<file path="config.mk">
export PLATFORM = sky130hd
export DESIGN_NAME = pc_sequencer
export DESIGN_NICKNAME = d
export VERILOG_FILES = /design/src/rtl/pc_sequencer.sv
export SDC_FILE = /design/constraint.sdc
export NUM_CORES = 1
export LEC_CHECK = 0
export ABC_AREA = 1
export BUFFER_PORTS_ARGS = -buffer_cell sky130_fd_sc_hd__buf_4
export CAP_MARGIN = 20
export CORE_AREA = 2 2 68 70
export CTS_CLUSTER_SIZE = 8
export DETAILED_ROUTE_END_ITERATION = 12
export DIE_AREA = 0 0 70 72
export GPL_TIMING_DRIVEN = 0
export PLACE_DENSITY = 0.76
export SLEW_MARGIN = 20
export SYNTH_ARGS = -nofsm -noshare
export SYNTH_HDL_FRONTEND = slang
export SYNTH_SLANG_ARGS = --single-unit
export TNS_END_PERCENT = 100
</file>
<file path="constraint.sdc">
create_clock -name clk -period 1 [get_ports clk]
set_input_delay 0.2 -clock clk [delete_from_list [all_inputs] [get_ports clk]]
set_output_delay 0.2 -clock clk [all_outputs]
set_load 0.05 [all_outputs]
</file>
<file path="src/rtl/pc_sequencer.sv">
// pc_sequencer: two-register (front/back) PC sequencer with delayed-branch
// handling. A taken branch redirects after one delay-slot fetch; the nullify bit
// can squash that delay-slot instruction. It also tracks link writes and keeps a
// saturating count of taken branches.
module pc_sequencer (
  input  logic       clk,
  input  logic       rst_n,
  input  logic       le,
  input  logic       br_valid,
  output logic       br_ready,
  input  logic       br_taken,
  input  logic       br_back,
  input  logic       br_n,
  input  logic       br_link,
  input  logic [7:0] TA,
  input  logic [7:0] R,
  output logic [7:0] F_PC,
  output logic [7:0] B_PC,
  output logic       nullify,
  output logic       link_we,
  output logic [7:0] link_addr,
  output logic [7:0] taken_cnt,
  output logic [1:0] state
);

  localparam int unsigned PC_W  = 8;
  localparam int unsigned CNT_W = 8;

  localparam logic [PC_W-1:0]  PC_STEP   = PC_W'(4);
  localparam logic [PC_W-1:0]  F_PC_RST  = PC_W'(0);
  localparam logic [PC_W-1:0]  B_PC_RST  = PC_W'(4);
  localparam logic [CNT_W-1:0] CNT_MAX   = {CNT_W{1'b1}};
  localparam logic [CNT_W-1:0] CNT_ONE   = CNT_W'(1);

  typedef enum logic [1:0] {
    ST_SEQ    = 2'b00,
    ST_SLOT   = 2'b01,
    ST_SQUASH = 2'b10,
    ST_BAD    = 2'b11
  } state_e;

  state_e           state_q, state_d;
  logic [PC_W-1:0]  f_pc_q, f_pc_d;
  logic [PC_W-1:0]  b_pc_q, b_pc_d;
  logic [CNT_W-1:0] cnt_q, cnt_d;
  logic             lwe_q, lwe_d;
  logic [PC_W-1:0]  laddr_q, laddr_d;
  logic             ready_c;
  logic             accept_c;
  logic             squash_c;
  logic             nullify_c;

  // Next-state, PC advance, branch acceptance and combinational strobes.
  always_comb begin
    state_d   = state_q;
    f_pc_d    = f_pc_q;
    b_pc_d    = b_pc_q;
    cnt_d     = cnt_q;
    lwe_d     = lwe_q;
    laddr_d   = laddr_q;
    ready_c   = le && rst_n && (state_q == ST_SEQ);
    accept_c  = br_valid && ready_c;
    squash_c  = br_n && (!br_taken || !br_back);
    nullify_c = le && (state_q == ST_SQUASH);

    // A stall (le=0) leaves every register untouched.
    if (le) begin
      f_pc_d = b_pc_q;
      b_pc_d = b_pc_q + PC_STEP;
      lwe_d  = 1'b0;
      case (state_q)
        ST_SEQ: begin
          if (accept_c) begin
            state_d = squash_c ? ST_SQUASH : ST_SLOT;
            lwe_d   = br_link;
            if (br_link) begin
              laddr_d = R;
            end
            if (br_taken) begin
              b_pc_d = TA;
              if (cnt_q != CNT_MAX) begin
                cnt_d = cnt_q + CNT_ONE;
              end
            end
          end
        end
        ST_SLOT:   state_d = ST_SEQ;
        ST_SQUASH: state_d = ST_SEQ;
        default:   state_d = ST_SEQ;
      endcase
    end
  end

  // State and PC registers with synchronous active-low reset.
  always_ff @(posedge clk) begin
    if (!rst_n) begin
      state_q <= ST_SEQ;
      f_pc_q  <= F_PC_RST;
      b_pc_q  <= B_PC_RST;
      cnt_q   <= '0;
      lwe_q   <= 1'b0;
      laddr_q <= '0;
    end else begin
      state_q <= state_d;
      f_pc_q  <= f_pc_d;
      b_pc_q  <= b_pc_d;
      cnt_q   <= cnt_d;
      lwe_q   <= lwe_d;
      laddr_q <= laddr_d;
    end
  end

  // The link strobe is held pending across a stall and presented on the first
  // enabled cycle after acceptance, so it is never visible while le=0.
  assign br_ready  = ready_c;
  assign nullify   = nullify_c;
  assign link_we   = lwe_q && le;
  assign link_addr = laddr_q;
  assign F_PC      = f_pc_q;
  assign B_PC      = b_pc_q;
  assign taken_cnt = cnt_q;
  assign state     = state_q;

endmodule

</file>
-- Word level (Yosys, flattened, before mapping)
Index checks and enable logic that the tools add are counted.
W data, S select, Z words.
- add/sub/neg operators: 2
- reduce and logical (&&, ||, !) cells: 13
- equality and inequality tests: 3
- muxes and demuxes: 8
- operators with widths (kind ; number):
    $mux W8 ; 3
    $add A8 B1 Y8 const B ; 1
    $add A8 B3 Y8 const B ; 1
    $ne A8 B8 Y1 const B ; 1
    $logic_and A1 B1 Y1 ; 6
    $mux W2 ; 3
    $reduce_and A5 Y1 ; 1
    $reduce_and A4 Y1 ; 1
    $eq A2 B2 Y1 const B ; 1
    $logic_not A1 Y1 ; 2
    $logic_not A2 Y1 ; 1
    $mux W1 ; 2
    $ne A2 B2 Y1 const B ; 1
    $reduce_and A2 Y1 ; 1
    $logic_or A1 B1 Y1 ; 1
- register bits: 35
- output and inout bits: 37
- logic and storage cells: 32

-- Longest topological paths before layout
- depth after elaboration: 6
- depth in mapped cells: 9

-- Worst setup path before layout
OpenSTA, ideal clock, no wires.
- path type: register -> output
- start: register state_q[1], in the netlist state[1]
- end: output port nullify
- required time: 800 ps
- cell stages (with the launch flop): 3
- slack: -1017 ps
- arrival: 1817 ps
- buffers on the path: 0
- path through: dfxtp_1 -> inv_1 -> nor3_1
- longest elaborated chain between the ends: 2
- ends and longest elaborated chain (element ; RTL line ; RTL):
    start, declared ; 42 ; state_e state_q, state_d;
    start signal, assigned ; 104 ; state_q <= state_d;
    $eq A2 B2 Y1 ; 64 ; nullify_c = le && (state_q == ST_SQUASH);
    $logic_and A1 B1 Y1 ; 64 ;
    end, declared ; 19 ; output logic nullify,
No other way between the ends.

-- Final worst setup path
- start: register state_q[1], in the netlist state[1]
- end: register b_pc_q[7], in the netlist B_PC[7]
- longest elaborated chain between the ends: 5
- ends and longest elaborated chain (element ; RTL line ; RTL):
    $logic_not A2 Y1 * ; 61, 71 ;
    $logic_and A1 B1 Y1 ; 61 ; ready_c = le && rst_n && (state_q == ST_SEQ);
    $logic_and A1 B1 Y1 ; 62 ; accept_c = br_valid && ready_c;
    $mux W8 ; 73 ; if (accept_c) begin
    $mux W8 * ; 71 ; case (state_q)
    end signal, assigned ; 106 ; b_pc_q <= b_pc_d;
    end, declared ; 44 ; logic [PC_W-1:0] b_pc_q, b_pc_d;
Every way passes the cells marked *; elsewhere a longest branch is shown, timed or not.
A chain may end at the register's enable or synchronous reset.

==> summary.txt <==
Worst setup path
  – CP endpoint kind: register
  – Worst path max stage delay: 370 ps
  – CP cell instances: nor2_4, nand4_4, buf_6, nor2_1, nor2_1, nand2_1, a21oi_1
  – Worst EP arrival: 1450 ps
  – CP startpoint kind: register
  – RR Startpoint: state[1]
  – Worst path slowest cell: dfxtp_4
  – R2R depth: 7
  – CP Max Fanout: 5
  – R2R Setup Slk: -310 ps
  – Crit path kind: register to register
  – Most used cell, CP: nor2_1
  – Reg2reg end: B_PC[7]
  – CP Data Required Time: 1140 ps

STA
  – Rel. slew slack: 60.7%
  – Setup ws final: -310 ps
  – Final hold viol count: 0
  – Min Hold Slack: 122 ps
  – Max frequency: 763 MHz
  – Tmin final: 1310 ps
  – Slew @ Worst Pin: 589 ps
  – RSZ-0062 raised after global routing: yes
  – Final Slew Violations: 0
  – Tcrit/Tclk final: 131%
  – Setup Skew: 12.8 ps
  – Final setup viols: 48

Floorplan
  – Site Rows: 24
  – Initial Utilization: 38.5%
  – CORE AREA: 4260 µm²
  – I/O pin total: 61
  – Die width: 70 µm
  – Die area: 5040 µm²
  – Die extent in y: 72 µm

Finish
  – Area of the multi-input gates: 950 µm²
  – Post-Layout Cell Count: 371
  – Diode count: 0
  – P&R area growth vs syn: 79.0%
  – Layout cell share with drive strength beyond 1: 55.5%
  – Final core occ: 68.9%
  – Fillers: 324
  – Final #Nets: 344
  – Register area: 785 µm²

Run status
  – Status: complete, but fails checks
  – Violated checks: setup timing

Worst hold path
  – Min-delay src: TA[2]
  – Hold Path Depth: 3
  – Hold/Removal Path Class: input pin to register
  – Worst Hold End: B_PC[2]

Route
  – Routed WL: 4980 µm
  – Via density per instance: 4.92
  – Starting DRT DRC Count: 131
  – Pre-antenna DRT Iters: 4
  – DRC Markers: 0
  – Via count: 1,825
  – Routed WL per cell: 13.4 µm
  – Antenna Nets Post-Route: 0

Synthesis
  – Syn. warnings: 0
  – Mapped Nets: 253
  – Avg Cell Area, Syn: 7.23 µm²
  – Cells after Synth: 227
  – Post-synthesis sequential area ratio: 42.7%
  – Cell Area, Synth: 1640 µm²
  – Cell variety after synth: 27
  – FF+latch count, synth: 35

Power
  – Flop pwr share: 46.0%
  – Pwr dens: 1100 nW/µm²
  – Switching share of power: 31.2%
  – Cell leakage power: 0.00133 µW
  – Logic pwr share: 22.3%
  – Worst vdd ir: 0.953 mV
  – Clock power frac: 31.7%
  – Overall power: 3220 µW
  – Net switching power: 1000 µW
  – Int Power: 2220 µW

Job
  – # Max-Cap Violations: 0

CTS
  – Skew-Pair Late Insertion Delay: 290 ps
  – Clk root buf: clkbuf_8
  – CTS sink cnt: 35
  – CTS buffer count: 5
  – Htree depth: 2
  – CTS tree: yes
  – Max Root-Sink Buffers: 2
  – Reg clk slew, reported paths: 70 ps

Placed design
  – Gpl congestion: 0.785
  – Cells after DPL: 339
  – Port buffer count: 60
  – DP Wirelength: 3110 µm

Global routing
  – GR Util All Layers: 19.3%
  – Total grt overflow: 0
  – Vias in the first global route: 1,706
  – Pin count of the biggest net entering global routing: 12
  – First-pass GRT wire length: 7770 µm
  – Antenna violations before repair: 0
[metal layers]
layer	track usage, %	part of all wire, %	up-vias
li1	-	-	904
met5	0	0	-
met1	22.6	38	860
met4	6.84	1.1	0
met3	5.14	5.6	5
met2	34.3	55	56
[cells in the final DEF (no fill, tap or decap), types with 2 or more instances in the layout]
cell | synthesis | layout
nand2_8 | 0 | 2
dfxtp_4 | 0 | 16
buf_4 | 0 | 39
clkbuf_1 | 3 | 3
xor2_1 | 3 | 2
a21oi_2 | 5 | 5
buf_6 | 1 | 23
inv_1 | 19 | 16
nor2_4 | 0 | 4
nand4_1 | 2 | 2
nand2_2 | 6 | 10
nand4_4 | 1 | 2
nor2_1 | 42 | 39
clkinv_4 | 1 | 2
nand2_4 | 2 | 3
buf_8 | 0 | 24
a21oi_1 | 13 | 13
clkbuf_8 | 0 | 5
o21ai_0 | 11 | 10
dfxtp_2 | 0 | 19
nand2_1 | 46 | 39
inv_2 | 2 | 3
nand3_2 | 0 | 3
buf_2 | 3 | 2
inv_4 | 0 | 2
nand3_1 | 9 | 6
o21ai_1 | 10 | 8
xnor2_1 | 2 | 2
o21ai_2 | 1 | 4
[how the worst max path moves through the flow]
stage               startpoint           end  slack [ps]
detailed placement          le       nullify        -360
floorplan             state[1]  link_addr[0]        -380
global route          state[1]       B_PC[7]        -350
finish                state[1]       B_PC[7]        -310
CTS                   state[1]      br_ready        -230
global placement            le       nullify        -360
[registers in the layout, summed over array words and instances (netlist names)]
signal and cells:
B_PC 8, lwe_q 1, link_addr 8, F_PC 8, taken_cnt 8, state 2
[kinds of logic after synthesis]
group	after synthesis	synth area share, %
simple gates	114	31.0
flops	35	42.7
fa+ha+maj	2	1.53
xor+xnor	5	2.67
compound gates	40	13.6
buf+inv	31	8.47
[power groups by stage]
| stage | combinational [µW] | sequential (µW) | clock, µW |
|---|---|---|---|
| after floorplan | 198 | 1680 | 0 |
| final | 717 | 1480 | 1020 |
| after detailed placement | 586 | 1510 | 0 |
| after global placement | 579 | 1510 | 0 |
| after global routing | 768 | 1490 | 1100 |
| after CTS | 669 | 1480 | 1050 |
[layout make-up]
cell class,instances,share of cell area (%)
multi-input combinational,161,32.3
timing repair buffer,84,30.1
sequential,35,26.7
inverter,24,4.05
clock buffer,6,2.47
tap,52,2.22
buffer,7,1.75
clock inverter,2,0.383
[per-stage QoR]
stage / setup TNS (ps) / instance area [µm²] / setup slack [ps]
6_report: -5930 / 2940 / -310
5_1_grt: -8540 / 2940 / -347
4_1_cts: -5380 / 2670 / -235
3_5_place_dp: -7090 / 2250 / -361
3_3_place_gp: -6440 / 2250 / -356
2_1_floorplan: -7560 / 1740 / -385
[Yosys cell counts]
| library cell | instances | share of area [%] |
|---|---|---|
| inv_2 | 2 | 0.46 |
| nor2_1 | 42 | 9.6 |
| o21ai_2 | 1 | 0.53 |
| inv_6 | 1 | 0.53 |
| clkinv_2 | 1 | 0.30 |
| a21oi_2 | 5 | 2.7 |
| ha_1 | 2 | 1.5 |
| nor2_2 | 2 | 0.76 |
| xor2_1 | 3 | 1.6 |
| nand4_2 | 1 | 0.76 |
| nand2_4 | 2 | 1.4 |
| o21ai_0 | 11 | 3.4 |
| xnor2_1 | 2 | 1.1 |
| nand3_1 | 9 | 2.7 |
| clkinv_4 | 1 | 0.53 |
| o21ai_1 | 10 | 3.1 |
| a21oi_1 | 13 | 4.0 |
| nand4_1 | 2 | 0.76 |
| nand4_4 | 1 | 1.3 |
| clkbuf_1 | 3 | 0.69 |
| buf_2 | 3 | 0.92 |
| nand2_1 | 46 | 11 |
| buf_6 | 1 | 0.69 |
| inv_1 | 19 | 4.3 |
| dfxtp_1 | 35 | 43 |
| nor3_1 | 3 | 0.92 |
| nand2_2 | 6 | 2.3 |
[critical path: cells and delay by family (launching register included)]
kind	cells	cell delay, ps
buf+inv	1	170
flops	1	370
simple gates	5	550
compound gates	1	80
[timing repair]
item / 4_1_cts / 5_1_grt
endpoints found under the setup margin: 62 / 63
setup buffers: 9 / 14
gates cloned: 0 / 1
gates resized for setup: 85 / 39
hold buffers: 0 / 0
pin swaps: 2 / 14
(Power assumes the default switching activity.)
